$ cat src/rtl/sonar_rx_quadro.sv
// Sonar link receiver: UART deserialiser (7 data bits, odd parity, 1 stop bit) followed by a
// parser for measurement frames "AAA,DDDD#". Presents the last good angle/distance in BCD,
// with a one-cycle pronto pulse per good frame and a one-cycle erro pulse per discarded one.
module sonar_rx_quadro #(
    parameter int unsigned CLK_FREQ = 50_000_000,
    parameter int unsigned BAUD     = 115200
) (
    input  logic        clock_i,
    input  logic        reset_ni,
    input  logic        entrada_serial_i,
    output logic [11:0] angulo_o,
    output logic [15:0] distancia_o,
    output logic        pronto_o,
    output logic        erro_o,
    output logic [3:0]  db_estado_o
);

    localparam int unsigned Div  = CLK_FREQ / BAUD;
    localparam int unsigned CntW = $clog2(Div);
    localparam logic [CntW-1:0] CntFull = CntW'(Div - 1);
    localparam logic [CntW-1:0] CntHalf = CntW'(Div / 2 - 1);

    localparam logic [6:0] AsciiHash  = 7'h23;
    localparam logic [6:0] AsciiComma = 7'h2C;

    typedef enum logic [2:0] {
        StInicial   = 3'd0,
        StMeioStart = 3'd1,
        StDados     = 3'd2,
        StParidade  = 3'd3,
        StStop      = 3'd4,
        StEntrega   = 3'd5
    } rx_state_e;

    // Line synchroniser plus one extra flop for falling-edge detection; idle level is high.
    logic sync1_q, sync2_q, prev_q;

    always_ff @(posedge clock_i or negedge reset_ni) begin
        if (!reset_ni) begin
            sync1_q <= 1'b1;
            sync2_q <= 1'b1;
            prev_q  <= 1'b1;
        end else begin
            sync1_q <= entrada_serial_i;
            sync2_q <= sync1_q;
            prev_q  <= sync2_q;
        end
    end

    rx_state_e       state_q, state_d;
    logic [CntW-1:0] cnt_q, cnt_d;
    logic [2:0]      bit_cnt_q, bit_cnt_d;
    logic [6:0]      data_q, data_d;
    logic            par_q, par_d;
    logic            bad_q, bad_d;

    // Receiver state and bit-timing registers.
    always_ff @(posedge clock_i or negedge reset_ni) begin
        if (!reset_ni) begin
            state_q   <= StInicial;
            cnt_q     <= '0;
            bit_cnt_q <= '0;
            data_q    <= '0;
            par_q     <= 1'b0;
            bad_q     <= 1'b0;
        end else begin
            state_q   <= state_d;
            cnt_q     <= cnt_d;
            bit_cnt_q <= bit_cnt_d;
            data_q    <= data_d;
            par_q     <= par_d;
            bad_q     <= bad_d;
        end
    end

    // Receiver next state: half-bit wait to centre on the start bit, then one sample per bit.
    always_comb begin
        state_d   = state_q;
        cnt_d     = cnt_q;
        bit_cnt_d = bit_cnt_q;
        data_d    = data_q;
        par_d     = par_q;
        bad_d     = bad_q;
        case (state_q)
            StInicial: begin
                if (prev_q && !sync2_q) begin
                    state_d = StMeioStart;
                    cnt_d   = '0;
                end
            end
            StMeioStart: begin
                if (cnt_q == CntHalf) begin
                    cnt_d     = '0;
                    bit_cnt_d = '0;
                    // Line back high at mid-start means a glitch, not a start bit.
                    state_d   = sync2_q ? StInicial : StDados;
                end else begin
                    cnt_d = cnt_q + 1'b1;
                end
            end
            StDados: begin
                if (cnt_q == CntFull) begin
                    cnt_d  = '0;
                    data_d = {sync2_q, data_q[6:1]};
                    if (bit_cnt_q == 3'd6) begin
                        state_d = StParidade;
                    end else begin
                        bit_cnt_d = bit_cnt_q + 3'd1;
                    end
                end else begin
                    cnt_d = cnt_q + 1'b1;
                end
            end
            StParidade: begin
                if (cnt_q == CntFull) begin
                    cnt_d   = '0;
                    par_d   = sync2_q;
                    state_d = StStop;
                end else begin
                    cnt_d = cnt_q + 1'b1;
                end
            end
            StStop: begin
                if (cnt_q == CntFull) begin
                    cnt_d   = '0;
                    // Odd parity: data plus parity bit must hold an odd number of ones.
                    bad_d   = ~(^{data_q, par_q}) | ~sync2_q;
                    state_d = StEntrega;
                end else begin
                    cnt_d = cnt_q + 1'b1;
                end
            end
            StEntrega: state_d = StInicial;
            default:   state_d = StInicial;
        endcase
    end

    logic byte_vld;
    logic is_digit, is_hash, is_comma;

    assign byte_vld = (state_q == StEntrega);
    assign is_digit = (data_q[6:4] == 3'b011) && (data_q[3:0] <= 4'd9);
    assign is_hash  = (data_q == AsciiHash);
    assign is_comma = (data_q == AsciiComma);

    logic [3:0]  idx_q, idx_d;
    logic        descarte_q, descarte_d;
    logic [11:0] ang_buf_q, ang_buf_d;
    logic [15:0] dist_buf_q, dist_buf_d;
    logic [11:0] angulo_q, angulo_d;
    logic [15:0] distancia_q, distancia_d;
    logic        pronto_q, pronto_d;
    logic        erro_q, erro_d;

    // Parser registers; the frame buffer is kept apart so partial frames never reach the outputs.
    always_ff @(posedge clock_i or negedge reset_ni) begin
        if (!reset_ni) begin
            idx_q       <= '0;
            descarte_q  <= 1'b0;
            ang_buf_q   <= '0;
            dist_buf_q  <= '0;
            angulo_q    <= '0;
            distancia_q <= '0;
            pronto_q    <= 1'b0;
            erro_q      <= 1'b0;
        end else begin
            idx_q       <= idx_d;
            descarte_q  <= descarte_d;
            ang_buf_q   <= ang_buf_d;
            dist_buf_q  <= dist_buf_d;
            angulo_q    <= angulo_d;
            distancia_q <= distancia_d;
            pronto_q    <= pronto_d;
            erro_q      <= erro_d;
        end
    end

    // Parser next state: one decision per delivered byte.
    always_comb begin
        idx_d       = idx_q;
        descarte_d  = descarte_q;
        ang_buf_d   = ang_buf_q;
        dist_buf_d  = dist_buf_q;
        angulo_d    = angulo_q;
        distancia_d = distancia_q;
        pronto_d    = 1'b0;
        erro_d      = 1'b0;
        if (byte_vld) begin
            if (descarte_q) begin
                // Only a clean '#' ends the discard; it raises nothing itself.
                if (!bad_q && is_hash) begin
                    descarte_d = 1'b0;
                    idx_d      = '0;
                end
            end else if (bad_q) begin
                erro_d     = 1'b1;
                descarte_d = 1'b1;
            end else if (is_hash) begin
                idx_d = '0;
                if (idx_q == 4'd8) begin
                    angulo_d    = ang_buf_q;
                    distancia_d = dist_buf_q;
                    pronto_d    = 1'b1;
                end else begin
                    // Early '#' resynchronises directly.
                    erro_d = 1'b1;
                end
            end else if ((idx_q == 4'd3) ? is_comma : (idx_q != 4'd8 && is_digit)) begin
                case (idx_q)
                    4'd0:    ang_buf_d[11:8]   = data_q[3:0];
                    4'd1:    ang_buf_d[7:4]    = data_q[3:0];
                    4'd2:    ang_buf_d[3:0]    = data_q[3:0];
                    4'd4:    dist_buf_d[15:12] = data_q[3:0];
                    4'd5:    dist_buf_d[11:8]  = data_q[3:0];
                    4'd6:    dist_buf_d[7:4]   = data_q[3:0];
                    4'd7:    dist_buf_d[3:0]   = data_q[3:0];
                    default: ;
                endcase
                idx_d = idx_q + 4'd1;
            end else begin
                erro_d     = 1'b1;
                descarte_d = 1'b1;
            end
        end
    end

    assign angulo_o    = angulo_q;
    assign distancia_o = distancia_q;
    assign pronto_o    = pronto_q;
    assign erro_o      = erro_q;
    assign db_estado_o = {1'b0, state_q};

endmodule

$ cat config.mk
export PLATFORM = sky130hd
export DESIGN_NAME = sonar_rx_quadro
export DESIGN_NICKNAME = d
export VERILOG_FILES = /design/src/rtl/sonar_rx_quadro.sv
export SDC_FILE = /design/constraint.sdc
export NUM_CORES = 1
export LEC_CHECK = 0
export BUFFER_PORTS_ARGS = -buffer_cell sky130_fd_sc_hd__buf_2
export CORE_MARGIN = 1
export CORE_UTILIZATION = 63
export CTS_CLUSTER_SIZE = 12
export DETAILED_ROUTE_END_ITERATION = 10
export PLACE_DENSITY_LB_ADDON = 0.15
export SETUP_SLACK_MARGIN = 0.4
export SKIP_LAST_GASP = 1
export SYNTH_ARGS = -nofsm -noshare
export SYNTH_HDL_FRONTEND = slang
export SYNTH_SLANG_ARGS = --single-unit
export TNS_END_PERCENT = 1
$ cat constraint.sdc
create_clock -name clock_i -period 4.6 [get_ports clock_i]
set_input_delay 0.69 -clock clock_i [delete_from_list [all_inputs] [get_ports clock_i]]
set_output_delay 0.69 -clock clock_i [all_outputs]
set_load 0.01 [all_outputs]
==> impl_summary.log <==
[metrics] library cells used by synthesis: 50
[metrics] Rows: 28
[metrics] share of the core filled with cells in the final layout: 73.1%
[metrics] number of warnings issued by yosys: 0
[metrics] path class of the lowest-slack min-delay path: register to register
[metrics] largest family of logic cells by synthesized area: multiplexers
[metrics] final cell area excluding filler cells: 0.00443 sq mm
[metrics] Peak VDD IR: 0.247 mV
[metrics] number of ports placed on the die boundary: 37
[metrics] top-area cell type share of the netlist area: 53.8%
[metrics] number of detailed-route iterations in the first pass: 4
[metrics] total number of vias: 2504
[metrics] Avg WL per Cell: 15.7 microns
[metrics] cell type with the highest aggregate area in the netlist: sky130_fd_sc_hd__dfrtp_1
[metrics] data arrival time of the critical path: 3.09 ns
[metrics] remaining global-route overflow: 0
[metrics] largest net degree at the start of global routing: 91
[metrics] Area growth, synth to finish: 9.52%
[metrics] share of final-layout standard cells stronger than drive strength 1: 35.0%
[metrics] max_slew headroom: 27.5%
[metrics] maximum level of the CTS H-tree: 3
[metrics] fraction of registers with async set or reset after synthesis: 100%
[metrics] mux cell area share after synthesis: 18.8%
[metrics] instance area after placement: 0.00426 sq mm
[metrics] number of antenna repair diodes: 0
[metrics] most frequent cell after synthesis: sky130_fd_sc_hd__dfrtp_1
[metrics] worst-case clock buffer depth: 2
[metrics] CTS tree: yes
[metrics] maximum fanout along the worst path: 15
[metrics] chip width: 82.1 microns
[metrics] Reg clk slew, reported paths: 0.08 ns
[metrics] type of the worst setup path: register to register
[metrics] weighted congestion reported at the end of routability-driven placement: 0.803
[metrics] Final Hold Violating Endpoints: 0
[metrics] max incr delay on CP: 0.62 ns
[metrics] Max-Cap Viols: 0
[metrics] Core ar.: 0.00606 sq mm
[metrics] post-DP HPWL: 4.57 mm
[metrics] count of nets after finishing: 365
[metrics] Setup Total Neg Slack: 0 ns
[metrics] post-detailed-routing wire length: 6.79 mm
[metrics] clock period minus final worst setup slack: 2.84 ns
[metrics] total of endpoints with negative setup slack in the final report: 0
[metrics] internal reg-to-reg setup slack: 1.76 ns
[metrics] antenna viol nets, final: 0
[metrics] wire length of the first global-routing pass: 11.2 mm
[metrics] WP data required: 4.84 ns
[metrics] Fill cells: 424
[metrics] Worst setup SP type: register
[metrics] xor/xnor cell area share of the yosys netlist: 1.95%
[metrics] vias in the first global route: 2336
[metrics] Synth Area in Compound Gates: 7.42%
[metrics] Skew-Pair Late Insertion Delay: 0.36 ns
[metrics] flop and latch count out of synthesis: 90
[metrics] DRC marker count from the first detailed-route iteration: 123
[metrics] endpoint type of the worst setup path: register
[metrics] total power density per cell area: 321 mW/mm^2
[metrics] post-route fraction of the period consumed by the critical path: 61.8%
[metrics] Worst Path Buf+Inv: 1
[metrics] Avg Vias per Cell: 5.80
[metrics] most used flip-flop cell after synthesis: sky130_fd_sc_hd__dfrtp_1
[metrics] synthesized area per cell: 12.6 sq um
[metrics] Least-Margin Pin Slew: 1.09 ns
[metrics] total clock buffers created by CTS: 9
[metrics] overall track demand over capacity in global routing: 22.7%
[metrics] Seq/Total Area, Yosys: 55.8%
[metrics] cells after synthesis: 320
[metrics] leading cell types by total area after synthesis: sky130_fd_sc_hd__dfrtp_1 54%, sky130_fd_sc_hd__mux2_2 18%, sky130_fd_sc_hd__ha_1 2.8%
[metrics] cell area after technology mapping: 0.00405 sq mm
[metrics] master of the slowest instance on the critical path: sky130_fd_sc_hd__nor3_4
[metrics] Clock Sink Count: 90
[metrics] most frequent cells after synthesis: 87 x sky130_fd_sc_hd__dfrtp_1, 65 x sky130_fd_sc_hd__mux2_2, 18 x sky130_fd_sc_hd__o21ai_0, 17 x sky130_fd_sc_hd__nand2_1, 14 x sky130_fd_sc_hd__nand3_1
[metrics] synthesized netlist net count: 332
[metrics] CTS Hold Buffers Added: 0
[metrics] DRC viols: 0
[metrics] maximum frequency from static timing analysis: 352 MHz
[metrics] final count of pins violating max slew: 0
[metrics] post-synthesis share of cell area spent on and, or, nand and nor gates: 10.4%
[metrics] die height: 82.1 microns
[metrics] number of antenna violations at the first check in global routing: 0
[metrics] Largest delay share family, worst path: simple AND/OR/NAND/NOR gates
[metrics] number of port buffers: 35
[metrics] root buffer cell: sky130_fd_sc_hd__clkbuf_8
[metrics] clock tree skew after final layout: 0.00997 ns
[metrics] cells along the critical path: nor4bb_1, nand2_1, nor3_4, buf_4, mux2_2
[metrics] unrepaired setup endpoints after global routing: false
[metrics] number of synthesized flops with an enable pin: 0
[metrics] result of the run: complete, no violations
[metrics] overall die area: 0.00675 sq mm
[metrics] post-CTS setup buffer count: 0
[metrics] PostCTS Resize Cnt: 0
[metrics] Static Leak: 2.25 nW
[metrics] arithmetic-cell share of the synthesized area counting full adders, half adders and majority gates: 2.78%
[metrics] effective utilization at floorplan: 66.8%
worst paths after layout:
check                                 end  startpoint  cells after the start
max                        distancia_o[0]   data_q[1]                      5
max reg2reg                distancia_o[0]   data_q[1]                      5
min                               sync2_q     sync1_q                      0
min in group asynchronous        cnt_q[6]    reset_ni                      1
min reg2reg                       sync2_q     sync1_q                      0
max in group asynchronous          erro_o    reset_ni                      1
state kept, by name (all words and copies together), names as in the netlist:
signal,flops
erro_o,1
bad_q,1
sync2_q,1
pronto_o,1
par_q,1
bit_cnt_q,3
ang_buf_q,12
state_q,3
sync1_q,1
distancia_o,16
descarte_q,1
data_q,7
idx_q,4
cnt_q,9
dist_buf_q,16
prev_q,1
angulo_o,12
final cells by class:
class                   instances  area, sq um  share of cell area (%)
flip-flops and latches         90         2260                    50.9
inverters                      11         41.3                   0.932
well taps                      75         93.8                    2.12
repair buffers                 36          185                    4.18
multi-input cells             205         1680                    38.0
clock inverters                 6         48.8                    1.10
clock buffers                   9          124                    2.80
report_power, final:
part / total, mW / switching (mW) / internal, mW
Clock: 0.481 / 0.281 / 0.200
Combinational: 0.110 / 0.0750 / 0.0346
Sequential: 0.832 / 0.0249 / 0.807
Total: 1.42 / 0.381 / 1.04
cell families (layout without fill, tap and decap cells):
| family | Yosys count | in the layout |
|---|---|---|
| simple gates | 73 | 73 |
| xor+xnor | 9 | 9 |
| flops | 90 | 90 |
| buf+inv | 25 | 62 |
| compound gates | 45 | 45 |
| other cells | 1 | 1 |
| mux | 68 | 68 |
| fa+ha+maj | 9 | 9 |
per-layer routing:
layer / wire [microns] / vias up / global-route usage, %
met1: 3340 / 1237 / 30.9
met5: 0 / - / 0
li1: - / 1204 / -
met2: 3110 / 56 / 35.1
met3: 268 / 7 / 7.14
met4: 74 / 0 / 6.67
layout by cell type, fill, tap and decap left out, types with 2 or more instances in the layout:
cell	count
sky130_fd_sc_hd__nand4b_1	2
sky130_fd_sc_hd__nor4b_1	2
sky130_fd_sc_hd__nor2_1	7
sky130_fd_sc_hd__nor2b_1	5
sky130_fd_sc_hd__clkinv_4	2
sky130_fd_sc_hd__a21o_1	6
sky130_fd_sc_hd__o21ai_0	18
sky130_fd_sc_hd__nor3b_1	4
sky130_fd_sc_hd__inv_6	3
sky130_fd_sc_hd__dfstp_2	3
sky130_fd_sc_hd__inv_1	11
sky130_fd_sc_hd__a21oi_1	7
sky130_fd_sc_hd__dfrtp_1	87
sky130_fd_sc_hd__clkbuf_8	9
sky130_fd_sc_hd__nor3_1	3
sky130_fd_sc_hd__mux2_2	65
sky130_fd_sc_hd__mux2i_1	3
sky130_fd_sc_hd__nand2_1	17
sky130_fd_sc_hd__o22ai_1	2
sky130_fd_sc_hd__buf_2	34
sky130_fd_sc_hd__and2_1	3
sky130_fd_sc_hd__xor2_1	2
sky130_fd_sc_hd__buf_4	2
sky130_fd_sc_hd__nor4bb_1	2
sky130_fd_sc_hd__nand3_1	14
sky130_fd_sc_hd__nand3b_1	3
sky130_fd_sc_hd__ha_1	9
sky130_fd_sc_hd__a22o_1	2
sky130_fd_sc_hd__xnor2_1	7
through the flow:
| stage | power [mW] | instances | hold WS (ns) | worst slack (ns) |
|---|---|---|---|---|
| 4_1_cts | 1.44 | 432 | 0.364 | 1.73 |
| 2_1_floorplan | 0.919 | 320 | 0.345 | 2.22 |
| 6_report | 1.42 | 432 | 0.363 | 1.76 |
| 3_3_place_gp | 0.950 | 417 | 0.352 | 1.87 |
| 3_5_place_dp | 0.956 | 417 | 0.348 | 1.75 |
| 5_1_grt | 1.48 | 432 | 0.370 | 1.46 |
Note: power is estimated with default switching activity, not from simulation.
